<file path="src/rtl/axi_xbar_pkg.sv">
// Shared crossbar types: AXI field widths, the packed write-data FIFO entry and the
// W-drain state encoding.
package axi_xbar_pkg;

   localparam int unsigned AXI_LEN_WIDTH  = 8;
   localparam int unsigned AXI_DATA_WIDTH = 32;
   localparam int unsigned AXI_STRB_WIDTH = AXI_DATA_WIDTH / 8;

   typedef logic [AXI_LEN_WIDTH-1:0] axi_len_t;

   // Layout shared by the FIFO writer and the drain: strobes above data.
   typedef struct packed {
      logic [AXI_STRB_WIDTH-1:0] strb;
      logic [AXI_DATA_WIDTH-1:0] data;
   } w_entry_t;

   typedef enum logic [0:0] {
      IDLE,
      BURST
   } drain_state_e;

endpackage

</file>
<file path="src/rtl/axi_w_burst_drain_if.sv">
// Command, write-data FIFO read port and AXI W channel seen by the burst drain.
// master = the drain itself, slave = the surrounding crossbar / slave port.
interface axi_w_burst_drain_if
   import axi_xbar_pkg::*;
#(
   parameter int unsigned DATA_WIDTH = AXI_DATA_WIDTH,
   parameter int unsigned LEN_WIDTH  = AXI_LEN_WIDTH
);

   localparam int unsigned STRB_WIDTH = DATA_WIDTH / 8;

   logic                           cmd_valid;
   logic                           cmd_ready;
   logic [LEN_WIDTH-1:0]           cmd_len;

   logic                           fifo_empty;
   logic [STRB_WIDTH+DATA_WIDTH-1:0] fifo_rdata;
   logic                           fifo_rd_en;

   logic                           w_valid;
   logic                           w_ready;
   logic [DATA_WIDTH-1:0]          w_data;
   logic [STRB_WIDTH-1:0]          w_strb;
   logic                           w_last;

   modport master (
      input  cmd_valid, cmd_len, fifo_empty, fifo_rdata, w_ready,
      output cmd_ready, fifo_rd_en, w_valid, w_data, w_strb, w_last
   );

   modport slave (
      output cmd_valid, cmd_len, fifo_empty, fifo_rdata, w_ready,
      input  cmd_ready, fifo_rd_en, w_valid, w_data, w_strb, w_last
   );

endinterface

</file>
<file path="src/rtl/axi_w_burst_drain.sv">
// Drains len+1 {strb,data} entries from the write-data FIFO onto a registered AXI W
// channel, one burst command at a time. DATA_WIDTH must be a multiple of 8.
module axi_w_burst_drain
   import axi_xbar_pkg::*;
#(
   parameter int unsigned DATA_WIDTH = AXI_DATA_WIDTH,
   parameter int unsigned LEN_WIDTH  = AXI_LEN_WIDTH
) (
   input  logic                   clk,
   input  logic                   rst_n,
   axi_w_burst_drain_if.master    bus,
   output logic                   burst_done,
   output logic                   busy
);

   localparam int unsigned STRB_WIDTH = DATA_WIDTH / 8;

   drain_state_e            state_q, state_d;
   logic [LEN_WIDTH-1:0]    len_q, len_d;
   // One bit wider than len so that len=255 counts to 256 without wrapping.
   logic [LEN_WIDTH:0]      beat_cnt_q, beat_cnt_d;
   logic                    w_valid_q, w_valid_d;
   logic                    w_last_q, w_last_d;
   logic [DATA_WIDTH-1:0]   w_data_q, w_data_d;
   logic [STRB_WIDTH-1:0]   w_strb_q, w_strb_d;
   logic                    done_q, done_d;
   logic                    load;
   logic                    beats_left;

   assign beats_left = (beat_cnt_q <= {1'b0, len_q});

   always_comb begin
      state_d    = state_q;
      len_d      = len_q;
      beat_cnt_d = beat_cnt_q;
      w_valid_d  = w_valid_q;
      w_last_d   = w_last_q;
      w_data_d   = w_data_q;
      w_strb_d   = w_strb_q;
      done_d     = 1'b0;
      load       = 1'b0;

      unique case (state_q)
         IDLE: begin
            if (bus.cmd_valid) begin
               len_d      = bus.cmd_len;
               beat_cnt_d = '0;
               state_d    = BURST;
            end
         end
         BURST: begin
            // Gated by rst_n so a reset edge never steals a FIFO entry.
            load = rst_n && !bus.fifo_empty && beats_left && (!w_valid_q || bus.w_ready);
            if (load) begin
               w_data_d   = bus.fifo_rdata[DATA_WIDTH-1:0];
               w_strb_d   = bus.fifo_rdata[STRB_WIDTH+DATA_WIDTH-1 -: STRB_WIDTH];
               w_valid_d  = 1'b1;
               w_last_d   = (beat_cnt_q == {1'b0, len_q});
               beat_cnt_d = beat_cnt_q + (LEN_WIDTH+1)'(1);
            end else if (w_valid_q && bus.w_ready) begin
               w_valid_d = 1'b0;
               w_last_d  = 1'b0;
            end
            if (w_valid_q && bus.w_ready && w_last_q) begin
               state_d = IDLE;
               done_d  = 1'b1;
            end
         end
         default: state_d = IDLE;
      endcase
   end

   always_ff @(posedge clk) begin
      if (!rst_n) begin
         state_q    <= IDLE;
         len_q      <= '0;
         beat_cnt_q <= '0;
         w_valid_q  <= 1'b0;
         w_last_q   <= 1'b0;
         w_data_q   <= '0;
         w_strb_q   <= '0;
         done_q     <= 1'b0;
      end else begin
         state_q    <= state_d;
         len_q      <= len_d;
         beat_cnt_q <= beat_cnt_d;
         w_valid_q  <= w_valid_d;
         w_last_q   <= w_last_d;
         w_data_q   <= w_data_d;
         w_strb_q   <= w_strb_d;
         done_q     <= done_d;
      end
   end

   assign bus.cmd_ready  = (state_q == IDLE);
   assign bus.fifo_rd_en = load;
   assign bus.w_valid    = w_valid_q;
   assign bus.w_last     = w_last_q;
   assign bus.w_data     = w_data_q;
   assign bus.w_strb     = w_strb_q;
   assign burst_done     = done_q;
   assign busy           = (state_q != IDLE);

endmodule

</file>
<file path="src/flat_wrapper.sv">
// flat-port wrapper written by rule: the top's interface ports become plain ports
module axi_w_burst_drain_flat import axi_xbar_pkg::*;
#(
   parameter int unsigned DATA_WIDTH = AXI_DATA_WIDTH,
   parameter int unsigned LEN_WIDTH  = AXI_LEN_WIDTH
)
  (clk, rst_n, burst_done, busy, bus_cmd_valid, bus_cmd_len, bus_fifo_empty, bus_fifo_rdata, bus_w_ready, bus_cmd_ready, bus_fifo_rd_en, bus_w_valid, bus_w_data, bus_w_strb, bus_w_last);
  axi_w_burst_drain_if #(.DATA_WIDTH(DATA_WIDTH), .LEN_WIDTH(LEN_WIDTH)) bus_i ();
  input  logic clk;
  input  logic rst_n;
  output logic burst_done;
  output logic busy;
  input wire logic [$bits(bus_i.cmd_valid)-1:0] bus_cmd_valid;
  input wire logic [$bits(bus_i.cmd_len)-1:0] bus_cmd_len;
  input wire logic [$bits(bus_i.fifo_empty)-1:0] bus_fifo_empty;
  input wire logic [$bits(bus_i.fifo_rdata)-1:0] bus_fifo_rdata;
  input wire logic [$bits(bus_i.w_ready)-1:0] bus_w_ready;
  output wire logic [$bits(bus_i.cmd_ready)-1:0] bus_cmd_ready;
  output wire logic [$bits(bus_i.fifo_rd_en)-1:0] bus_fifo_rd_en;
  output wire logic [$bits(bus_i.w_valid)-1:0] bus_w_valid;
  output wire logic [$bits(bus_i.w_data)-1:0] bus_w_data;
  output wire logic [$bits(bus_i.w_strb)-1:0] bus_w_strb;
  output wire logic [$bits(bus_i.w_last)-1:0] bus_w_last;
  assign bus_i.cmd_valid = bus_cmd_valid;
  assign bus_i.cmd_len = bus_cmd_len;
  assign bus_i.fifo_empty = bus_fifo_empty;
  assign bus_i.fifo_rdata = bus_fifo_rdata;
  assign bus_i.w_ready = bus_w_ready;
  assign bus_cmd_ready = bus_i.cmd_ready;
  assign bus_fifo_rd_en = bus_i.fifo_rd_en;
  assign bus_w_valid = bus_i.w_valid;
  assign bus_w_data = bus_i.w_data;
  assign bus_w_strb = bus_i.w_strb;
  assign bus_w_last = bus_i.w_last;
  axi_w_burst_drain #(.DATA_WIDTH(DATA_WIDTH), .LEN_WIDTH(LEN_WIDTH)) u_core (.clk(clk), .rst_n(rst_n), .bus(bus_i), .burst_done(burst_done), .busy(busy));
endmodule
</file>
<file path="config.mk">
export PLATFORM = sky130hd
export DESIGN_NAME = axi_w_burst_drain_flat
export DESIGN_NICKNAME = d
export VERILOG_FILES = /design/src/rtl/axi_xbar_pkg.sv /design/src/rtl/axi_w_burst_drain_if.sv /design/src/rtl/axi_w_burst_drain.sv /design/src/flat_wrapper.sv
export SDC_FILE = /design/constraint.sdc
export NUM_CORES = 1
export LEC_CHECK = 0
export CORE_ASPECT_RATIO = 0.7
export CORE_UTILIZATION = 40
export CTS_CLUSTER_SIZE = 25
export DETAILED_ROUTE_END_ITERATION = 10
export GPL_TIMING_DRIVEN = 0
export MAX_ROUTING_LAYER = met4
export PLACE_DENSITY = 0.76
export SYNTH_ARGS = -nofsm -noshare
export SYNTH_HDL_FRONTEND = slang
export SYNTH_SLANG_ARGS = --single-unit
</file>
<file path="constraint.sdc">
create_clock -name clk -period 2.4 [get_ports clk]
set_input_delay 0.48 -clock clk [delete_from_list [all_inputs] [get_ports clk]]
set_output_delay 0.48 -clock clk [all_outputs]
set_load 0.1 [all_outputs]
</file>
==> results.toml <==
[min_path]
min_path_type = "flip-flop to flip-flop"

[drt]
drtIter0Drc = 191
ant_nets = 0
wl_um = 7320
vias = 2656
via_per_inst = 5.42
drc = 0
routedWlPerCell_um = 14.9
first_pass_iters = 4

[timing]
fmax_mhz = 370
fin_skew_ps = 7.99
rsz0062_at_grt = "true"
maxSlewHeadroom_pct = 32.7
worstMarginPinSlew_ps = 1010
setup_viol = 2
final.period_utilization_pct = 113
hold_viol = 0
drv_slew = 0
fin_crit_ps = 2710
setup_ws_ps = -306

[global_route]
antenna_found_initial = 0
grt_use_total_pct = 23.9
overflow = 0
grt_max_degree = 11
grt_pass1_vias = 2377
grt_pass1_wl_um = 11300

[floorplan]
pin_count = 91
die_h_um = 67.9
die_x_um = 96.1
die_area_mm2 = 0.00652
coreArea_mm2 = 0.00584
num_rows = 23
initial_core_util_pct = 42.5

[synthesis]
synthTopCellsByArea = "dfxtp_1 46%, a21oi_1 9.5%, nand3_1 8.5%"
synth_edf_count = 0
yosysSeqAreaShare_pct = 46.0
yosys_warnings = 0
synth_area_per_cell_um2 = 8.13
syn-num-nets = 363
synth_largest_area_cell = "dfxtp_1"
async_flop_share_pct = 0
ys_types = 38
synth_cells = 305
synthFlopType = "dfxtp_1"
syn_area_mm2 = 0.00248
synth.top_cell.area_share_pct = 46.0
ys_seq_elements = 57

[clocking]
h-tree-depth = 3
cts_buffers = 9
path_clk_slew_ps = 60
cts_tree = "built"
clockRootBuffer = "clkbuf_8"
cts.path.max_buffers = 2
cts_hold_buf = 0
clkSinkCount = 57
worstSkewPairLatency_ps = 330

[status]
violations = "setup timing"
status = "finished, violations left"

[placement]
placedCellCount = 469
dp_slack_ps = -1350
port-buffer-count = 89
dp.final_hpwl_um = 5150
gp_congestion = 0.856

[critical_path]
worstSetupPathType = "flip-flop to primary output"
crit_path_end_kind = "primary output"
arrival_ps = 2230
crit_required_ps = 1920
startpoint_type = "flip-flop"
cp_max_fo = 5

[power]
p_leak_nw = 1.30
peakVddDrop_mv = 0.397
power.density_mw_per_mm2 = 606

[run]
maxCapViolCount = 0

[final_layout]
nets = 468
final_common_cell = "clkdlybuf4s50_1"
areaGrowthSynthToFinish_pct = 53.4
fillers = 515
antenna_cells = 0
final_layout_size_suffix_gt1_share_pct = 12.8
layout_common_cells = "86 x clkdlybuf4s50_1, 46 x a21oi_1, 45 x dfxtp_1"
final_cells = 490
-- path summary, 6_finish.rpt --
| check | from | to | slack (ps) | cells past startpoint |
|---|---|---|---|---|
| hold reg to reg | u_core.len_q[5]$_SDFFE_PN0P_ | u_core.len_q[5]$_SDFFE_PN0P_ | 460 | 2 |
| setup / recovery | u_core.beat_cnt_q[2]$_SDFFE_PN0P_ | bus_fifo_rd_en | -310 | 8 |
| setup reg to reg | u_core.beat_cnt_q[2]$_SDFFE_PN0P_ | u_core.beat_cnt_q[7]$_SDFFE_PN0P_ | 0 | 7 |
| hold / removal | u_core.len_q[5]$_SDFFE_PN0P_ | u_core.len_q[5]$_SDFFE_PN0P_ | 460 | 2 |
-- logic make-up (layout without fill, tap and decap cells) --
kind of cell             count (synthesis)  after routing  share of synthesized area (%)
multiplexers                             1              1                          0.404
flip-flops                              57             57                           46.0
AND/OR/NAND/NOR                         93             93                           18.4
AO/OA/AOI/OAI                          106            106                           24.4
adder cells (fa/ha/maj)                  9              9                           4.54
buffers and inverters                   39            149                           6.26
-- synth_stat cells, types with 2 or more instances --
master,count
nand4_1,4
o21ai_0,38
nand2b_1,3
a211o_1,2
nor2_1,3
nor3_1,2
or4_1,3
inv_1,13
o2111ai_1,3
clkbuf_1,21
buf_1,2
nand2_1,29
a21oi_1,47
dfxtp_1,57
nand3_1,42
ha_1,9
o311ai_0,4
o211ai_1,2
nor2b_1,2
-- final cells by class --
cell class	count	area, µm²	area share (%)
flip-flops and latches	57	1160	30.6
clock inverters	4	20.0	0.526
multi-input cells	209	1280	33.6
plain buffers	25	109	2.86
inverters	14	60.1	1.58
well taps	75	93.8	2.47
repair buffers	94	936	24.6
clock buffers	12	145	3.82
-- repair_timing --
| item | in CTS | in global routing |
|---|---|---|
| pin swaps | 4 | 5 |
| gates resized for setup | 24 | 17 |
| endpoints found under the setup margin | 46 | 39 |
| endpoints found under the hold margin | 0 | 0 |
| setup buffers | 4 | 1 |
-- worst max-delay path, cell delays in order (launching register included) --
cell and delay [ps]:
dfxtp_4 360, ha_4 240, a211o_1 260, a221o_1 360, o211ai_1 180, buf_4 180
nand2_8 60, clkinvlp_4 100, buf_12 170
-- metrics by stage --
step / util (%) / TNS [ps] / power (mW) / hold WS (ps) / area (µm²)
global placement: 59.8 / -3530 / 1.52 / 446 / 3490
detailed placement: 59.8 / -6390 / 1.53 / 451 / 3490
global route: 65.1 / -463 / 2.41 / 473 / 3800
finish: 65.1 / -306 / 2.30 / 457 / 3800
floorplan: - / -209 / 1.34 / 436 / 2510
CTS: 64.0 / -435 / 2.31 / 460 / 3740
-- report_power, final --
part           total (mW)  switching [mW]  internal, mW
registers           0.992          0.0186         0.973
logic               0.551           0.360         0.191
clock network       0.762           0.366         0.396
total                2.30           0.745          1.56
-- sequential cells by signal (all words and copies together) (netlist names) --
register / count
u_core.len_q: 8
u_core.bus.w_strb: 4
u_core.beat_cnt_q: 9
u_core.bus.w_data: 32
u_core.busy: 1
u_core.bus.w_valid: 1
u_core.bus.w_last: 1
u_core.burst_done: 1
-- metal layers --
metal,vias up,share of wire (%),GRT usage (%)
met5,-,0,-
met4,0,0.46,7.28
met3,4,8.9,8.22
met2,97,45,34.8
met1,1241,46,31.2
li1,1314,-,-
(Power assumes the default switching activity.)
